[config.mk]
export PLATFORM = sky130hd
export DESIGN_NAME = alu_issue_ctrl
export DESIGN_NICKNAME = d
export VERILOG_FILES = /design/src/rtl/alu_ops_pkg.sv /design/src/rtl/alu_z_reg.sv /design/src/rtl/alu_issue_ctrl.sv
export SDC_FILE = /design/constraint.sdc
export NUM_CORES = 1
export LEC_CHECK = 0
export ABC_AREA = 1
export CAP_MARGIN = 0
export CORE_MARGIN = 2
export CORE_UTILIZATION = 44
export DETAILED_ROUTE_END_ITERATION = 8
export GPL_TIMING_DRIVEN = 1
export PLACE_DENSITY = 0.89
export SYNTH_ARGS = -nofsm -noshare
export SYNTH_HDL_FRONTEND = slang
export SYNTH_HIERARCHICAL = 1
export SYNTH_SLANG_ARGS = --single-unit
[constraint.sdc]
create_clock -name clock -period 3.7 [get_ports clock]
set_clock_uncertainty 0.1 [all_clocks]
set_input_delay 1.11 -clock clock [delete_from_list [all_inputs] [get_ports clock]]
set_output_delay 1.11 -clock clock [all_outputs]
set_load 0.05 [all_outputs]
[src/rtl/alu_ops_pkg.sv]
// Shared ALU opcode constants, issue FSM states and opcode classification helpers
// for the ALU sequencing front end.
package alu_ops_pkg;

  localparam logic [4:0] OP_AND  = 5'b01010;
  localparam logic [4:0] OP_OR   = 5'b01011;
  localparam logic [4:0] OP_ADD  = 5'b00011;
  localparam logic [4:0] OP_SUB  = 5'b00100;
  localparam logic [4:0] OP_MUL  = 5'b01111;
  localparam logic [4:0] OP_DIV  = 5'b10000;
  localparam logic [4:0] OP_SHR  = 5'b00101;
  localparam logic [4:0] OP_SHRA = 5'b00110;
  localparam logic [4:0] OP_SHL  = 5'b00111;
  localparam logic [4:0] OP_ROR  = 5'b01000;
  localparam logic [4:0] OP_ROL  = 5'b01001;
  localparam logic [4:0] OP_NEG  = 5'b10001;
  localparam logic [4:0] OP_NOT  = 5'b10010;
  localparam logic [4:0] OP_NOP  = 5'b11010;

  typedef enum logic [1:0] {
    ST_IDLE  = 2'd0,
    ST_EXEC  = 2'd1,
    ST_WB_LO = 2'd2,
    ST_WB_HI = 2'd3
  } issue_state_t;

  // Multiply and divide produce a full 64-bit result returned as LO then HI.
  function automatic logic is_two_beat(input logic [4:0] op);
    return (op == OP_MUL) || (op == OP_DIV);
  endfunction

  function automatic logic is_known_op(input logic [4:0] op);
    logic known;
    case (op)
      OP_AND, OP_OR, OP_ADD, OP_SUB, OP_MUL, OP_DIV, OP_SHR, OP_SHRA,
      OP_SHL, OP_ROR, OP_ROL, OP_NEG, OP_NOT, OP_NOP: known = 1'b1;
      default:                                        known = 1'b0;
    endcase
    return known;
  endfunction

endpackage

[src/rtl/alu_z_reg.sv]
// 64-bit (by default) ALU result register Z: loads on enable, cleared
// asynchronously.
module alu_z_reg #(
  parameter int W = 64
) (
  input  logic         i_clock,
  input  logic         i_clear,
  input  logic         i_load,
  input  logic [W-1:0] i_d,
  output logic [W-1:0] o_q
);

  logic [W-1:0] r_z;

  always_ff @(posedge i_clock or posedge i_clear) begin
    if (i_clear)     r_z <= '0;
    else if (i_load) r_z <= i_d;
  end

  assign o_q = r_z;

endmodule

[src/rtl/alu_issue_ctrl.sv]
// ALU issue front end: latches one request, runs it through the combinational
// ALU for one cycle, then returns the captured result as one or two write-back beats.
module alu_issue_ctrl
  import alu_ops_pkg::*;
#(
  parameter int WIDTH    = 32,
  parameter int REG_BITS = 4
) (
  input  logic                  clock,
  input  logic                  clear,
  input  logic                  req_valid,
  output logic                  req_ready,
  input  logic [4:0]            req_opcode,
  input  logic                  req_incpc,
  input  logic [WIDTH-1:0]      req_a,
  input  logic [WIDTH-1:0]      req_b,
  input  logic [REG_BITS-1:0]   req_dest,
  output logic [4:0]            alu_opcode,
  output logic [WIDTH-1:0]      alu_a,
  output logic [WIDTH-1:0]      alu_b,
  output logic                  alu_incpc,
  input  logic [2*WIDTH-1:0]    alu_result,
  output logic                  wb_valid,
  input  logic                  wb_ready,
  output logic [WIDTH-1:0]      wb_data,
  output logic [REG_BITS-1:0]   wb_dest,
  output logic                  wb_hi,
  output logic                  busy
);

  issue_state_t          r_state;
  issue_state_t          w_next;
  logic [4:0]            r_opcode;
  logic                  r_incpc;
  logic [WIDTH-1:0]      r_a;
  logic [WIDTH-1:0]      r_b;
  logic [REG_BITS-1:0]   r_dest;
  logic                  w_accept;
  logic                  w_z_load;
  logic [2*WIDTH-1:0]    w_z_d;
  logic [2*WIDTH-1:0]    w_z;

  assign w_accept = (r_state == ST_IDLE) && req_valid;

  always_ff @(posedge clock or posedge clear) begin
    if (clear) begin
      r_state  <= ST_IDLE;
      r_opcode <= OP_NOP;
      r_incpc  <= 1'b0;
      r_a      <= '0;
      r_b      <= '0;
      r_dest   <= '0;
    end else begin
      r_state <= w_next;
      if (w_accept) begin
        r_opcode <= req_opcode;
        r_incpc  <= req_incpc;
        r_a      <= req_a;
        r_b      <= req_b;
        r_dest   <= req_dest;
      end
    end
  end

  // A PC increment always returns one beat, whatever opcode came with it.
  always_comb begin
    w_next = r_state;
    case (r_state)
      ST_IDLE:  if (req_valid) w_next = ST_EXEC;
      ST_EXEC:  w_next = (r_opcode == OP_NOP && !r_incpc) ? ST_IDLE : ST_WB_LO;
      ST_WB_LO: if (wb_ready)
                  w_next = (is_two_beat(r_opcode) && !r_incpc) ? ST_WB_HI : ST_IDLE;
      ST_WB_HI: if (wb_ready) w_next = ST_IDLE;
      default:  w_next = ST_IDLE;
    endcase
  end

  // Unknown opcodes must write back zero, so the ALU output is masked before capture.
  assign w_z_load = (r_state == ST_EXEC);
  assign w_z_d    = (r_incpc || is_known_op(r_opcode)) ? alu_result : '0;

  alu_z_reg #(.W(2*WIDTH)) u_z_reg (
    .i_clock (clock),
    .i_clear (clear),
    .i_load  (w_z_load),
    .i_d     (w_z_d),
    .o_q     (w_z)
  );

  always_comb begin
    req_ready = (r_state == ST_IDLE);
    busy      = (r_state != ST_IDLE);
    alu_incpc = (r_state == ST_EXEC) && r_incpc;
    wb_valid  = 1'b0;
    wb_hi     = 1'b0;
    wb_data   = '0;
    wb_dest   = '0;
    case (r_state)
      ST_WB_LO: begin
        wb_valid = 1'b1;
        wb_data  = w_z[WIDTH-1:0];
        wb_dest  = r_dest;
      end
      ST_WB_HI: begin
        wb_valid = 1'b1;
        wb_hi    = 1'b1;
        wb_data  = w_z[2*WIDTH-1:WIDTH];
        wb_dest  = r_dest;
      end
      default: ;
    endcase
  end

  assign alu_opcode = r_opcode;
  assign alu_a      = r_a;
  assign alu_b      = r_b;

endmodule

## After elaboration in Yosys (flattened, before gate mapping)

Memory sizes are Yosys's and may differ from the RTL's.
Cells that the tools add are included.

- Register bits: 140
- Memory bits (read-only): 32
- Output and inout port bits: 110
- Word-level logic and storage cells: 39
- Memories kept: 1

Memory list:

| name | depth | width | read ports | clocked after Yosys merged registers in | write ports | RTL line | source |
|---|---|---|---|---|---|---|---|
| (name not given) | 32 | 1 | 1 | 0 | 0 | alu_ops_pkg.sv:34 | `case (op)` |

- Equal/unequal tests: 9
- Muxes and demuxes: 11
- Reduce and logical (&&, ||, !) cells: 11

Operator list:

| cell | count |
|---|---|
| two-way mux 64 bit | 1 |
| one-hot mux 32 bit (2 select lines) | 1 |
| equality test 5 bit (second input constant) | 2 |
| two-way mux 2 bit | 5 |
| one-hot mux 2 bit (4 select lines) | 1 |
| != test 2 bit (second input constant) | 3 |
| equality test 5 x 4 -> 1 bit (second input constant) | 1 |
| equality test 2 bit (second input constant) | 2 |
| logical AND 1 bit | 4 |
| two-way mux 4 bit | 1 |
| AND reduction 3 bit | 1 |
| equality test 2 x 1 -> 1 bit (second input constant) | 1 |
| zero test 2 bit | 1 |
| logical OR 1 bit | 2 |
| two-way mux 1 bit | 2 |
| nonzero test 2 bit | 1 |
| OR reduction 2 bit | 1 |
| zero test 1 bit | 1 |

## Depth between registers and ports, before layout

- Depth after elaboration: 6
- Gate-level depth with buffers: 9

## By module

The synthesis kept the hierarchy.

Modules (own cells, without submodules):

| module | instances | cells an instance | area an instance (µm²) | sequential area each (µm²) |
|---|---|---|---|---|
| alu_issue_ctrl | 1 | 452 | 4007.6 | 1905.6 |
| alu_z_reg | 1 | 271 | 2449.8 | 1601.5 |

## Least setup slack after synthesis

No wires, ideal clock.

- Kind: register -> output
- From: reg r_state[1]
- To: out alu_incpc
- Arrival time: 1.948 ns
- Data required time: 2.490 ns
- Path slack: 0.542 ns
- Cell stages (with the launch flop): 5
- Cells stage by stage: dfrtp_1 buf_6 buf_2 buf_1 nor3_1

- Longest elaborated chain between the ends: 2

RTL lines:

| what | RTL line | source |
|---|---|---|
| from (decl) | alu_issue_ctrl.sv:31 | `issue_state_t r_state;` |
| from (signal assigned) | alu_issue_ctrl.sv:54 | `r_state <= w_next;` |
| equality test 2 x 1 -> 1 bit | alu_issue_ctrl.sv:93 | `alu_incpc = (r_state == ST_EXEC) && r_incpc;` |
| logical AND 1 bit | alu_issue_ctrl.sv:93 |  |
| to (decl) | alu_issue_ctrl.sv:21 | `output logic alu_incpc,` |

Every way passes these cells.

## Worst setup path after layout

- From: reg r_state[1]
- To: out busy

- Longest elaborated chain between the ends: 1

RTL lines:

| what | RTL line | source |
|---|---|---|
| nonzero test 2 bit | alu_issue_ctrl.sv:92 | `busy = (r_state != ST_IDLE);` |
| to (decl) | alu_issue_ctrl.sv:28 | `output logic busy` |

Every way passes these cells.

==> flow_metrics.tcl <==
set metrics [dict create \
    fin_hold_ws_ps 375 \
    ir_drop_v 0.000413 \
    ant_nets 0 \
    switching_share_pct 46.7 \
    p_sw_w 0.00465 \
    outcome "completed" \
    ctsHtreeMaxLevel 4 \
    rsz0062_at_grt "false" \
    vias 5522 \
    start_kind "register" \
    synth.distinct_cells 24 \
    drt-pass1-iter-count 6 \
    finish.utilization_pct 66.9 \
    grt_pass1_vias 5404 \
    setup_viol 0 \
    hpwlAfterDp_um 12700 \
    synth_fp_nets 865 \
    ys_async_sr_fraction_pct 100 \
    min_period_ps 3440 \
    cts_made_buffers 17 \
    via_per_inst 4.74 \
    worstMarginPinSlew_ps 1060 \
    cts.sinks 140 \
    num_rows 44 \
    hold_path.class "register to register" \
    grt.total_usage_pct 23.0 \
    placedCellCount 1130 \
    ys_seq_area_share_pct 54.3 \
    cp_max_fo 42 \
    gp_congestion 0.833 \
    cts_hold_repair.buffers 0 \
    clock-root-buffer "clkbuf_16" \
    drive_above_1_share_pct 16.2 \
    clock.fmax_mhz 291 \
    start_util_pct 44.8 \
    clk_pin_slew_ps 60 \
    clockPowerShare_pct 18.1 \
    p_leak_nw 4.88 \
    power_frac_comb_pct 54.5 \
    avgRoutedWirePerCell_um 15.1 \
    antenna_found_initial 2 \
    syn2layout_area_growth_pct 49.4 \
    critical_path_required_ps 2490 \
    synth_ff_type "dfrtp_1" \
    yosysMostFrequentCell "nand2_1" \
    synth_seq_cells 140 \
    drt_iter0_drc 365 \
    cts_tree "done" \
    crit_arrival_ps 2230 \
    slew-limit-headroom_pct 29.0 \
    drc 0 \
    p_per_area_nw_per_um2 1030 \
    port_buffers 251 \
    post-synth-top-area-cell "dfrtp_1" \
    nets 1107 \
    die_area_um2 15700 \
    syn_area_um2 6460 \
    postPlaceCellArea_um2 9000 \
    core_area_um2 14400 \
    gr-total-overflow 0 \
    instances_no_fill 1164 \
    grt_pass1_wl_um 28600 \
    drv_cap 0 \
    io_pins 252 \
    finalHoldViolCount 0 \
    synth_top_area_share_pct 53.1 \
    die_x_um 125 \
    avgSynthCellArea_um2 8.93 \
    cts_max_path_buffers 2 \
    crit_type "register to output pin" \
    final_area_um2 9650 \
    internal_power_w 0.00531 \
    postSynthCellCount 723 \
    yosysWarnings 6 \
    cp-end-kind "output pin" \
    tns_ps 0 \
    synth.area.top_cells "dfrtp_1 (53%), nand2_1 (16%), mux2_2 (10%), inv_1 (4.5%), nor2_1 (4.2%)" \
    maxSlewViolCount 0 \
    clk_latency_ps 410 \
    p_seq_share_pct 27.4 \
    fin_crit_sh_pct 93.0 \
    drt-total-wl_um 17600 \
    die_h_um 125 \
    netlist_top_cells_count "nand2_1 (273), dfrtp_1 (137), inv_1 (77)" \
    grt_start_max_net_pins 66 \
    synth_edf_count 0 \
]
-- power groups by stage --
stage	registers (W)	clock network [W]	logic, W
after CTS	0.00273	0.00183	0.00547
after floorplan	0.00401	0	0.00247
final	0.00273	0.00180	0.00543
after detailed placement	0.00273	0	0.00545
after global placement	0.00270	0	0.00535
after global routing	0.00281	0.00191	0.00577
-- cell usage in the layout (no fill, tap or decap), types with 4 or more instances in the layout --
cell             netlist  final
nand2_1              273    273
clkdlybuf4s50_1        0    216
dfrtp_1              137    136
inv_1                 77     75
nor2_1                73     72
mux2_2                58     58
buf_4                  1     42
nand3_1               35     35
clkbuf_16              0     17
mux2_4                12     12
a21oi_1                5      5
clkinvlp_4             0      4
bufinv_16              0      4
buf_12                 0      4
-- metrics by stage --
stage          total power [W]  worst slack [ps]
2_1_floorplan          0.00648               542
3_3_place_gp           0.00805               692
3_5_place_dp           0.00818               570
4_1_cts                 0.0100               114
5_1_grt                 0.0105               122
6_report               0.00996               259
-- cell families (layout without fill, tap and decap cells) --
family | after synthesis | after routing | share of synthesized area [%]
buffers and inverters | 119 | 374 | 8.72
AOI/OAI and AO/OA | 9 | 9 | 0.794
and+or+nand+nor | 385 | 385 | 23.3
muxes | 70 | 70 | 12.9
DFF | 140 | 140 | 54.3
other | 0 | 2 | 0
-- what timing repair did --
item                       CTS  global route
buffers inserted             0             0
resized for setup            0             1
setup endpoints to repair    0             3
-- critical path, stage by stage (launching register included) --
cell	delay (ps)
dfrtp_2	350
buf_4	410
nor2_4	80
inv_1	110
clkdlybuf4s50_1	880
-- layer usage --
| layer | up-vias | track usage (%) | share of wire, % |
|---|---|---|---|
| met3 | 27 | 6.20 | 7.2 |
| met2 | 220 | 38.9 | 51 |
| met5 | - | 0 | 0 |
| met1 | 2591 | 28.0 | 39 |
| li1 | 2684 | - | - |
| met4 | 0 | 9.61 | 2.4 |
-- cell type report --
type                       count  area [µm²]
antenna                        2        5.00
clock buffer                  20         447
clock inverter                12         186
fill                        1107        4780
inverter                      80         304
multi-input combinational    464        2410
sequential                   140        3510
tap                          184         230
timing repair buffer         262        2560
-- state kept, by name, summed over array words and instances (netlist names) --
register	cells
alu_a	32
alu_b	32
alu_opcode	5
r_dest	4
r_incpc	1
r_state	2
u_z_reg/o_q	64
-- worst paths after layout --
kind,from,end,slack [ps],cells after the start
min,u_z_reg/o_q[54],u_z_reg/o_q[54],380,2
max reg2reg,alu_opcode[3],u_z_reg/o_q[20],1410,8
min reg2reg,u_z_reg/o_q[54],u_z_reg/o_q[54],380,2
max,r_state[1],busy,260,4
min in group asynchronous,clear,u_z_reg/o_q[52],1060,2
max in group asynchronous,clear,alu_a[8],1820,3
Power figures use the tool's default switching activity.
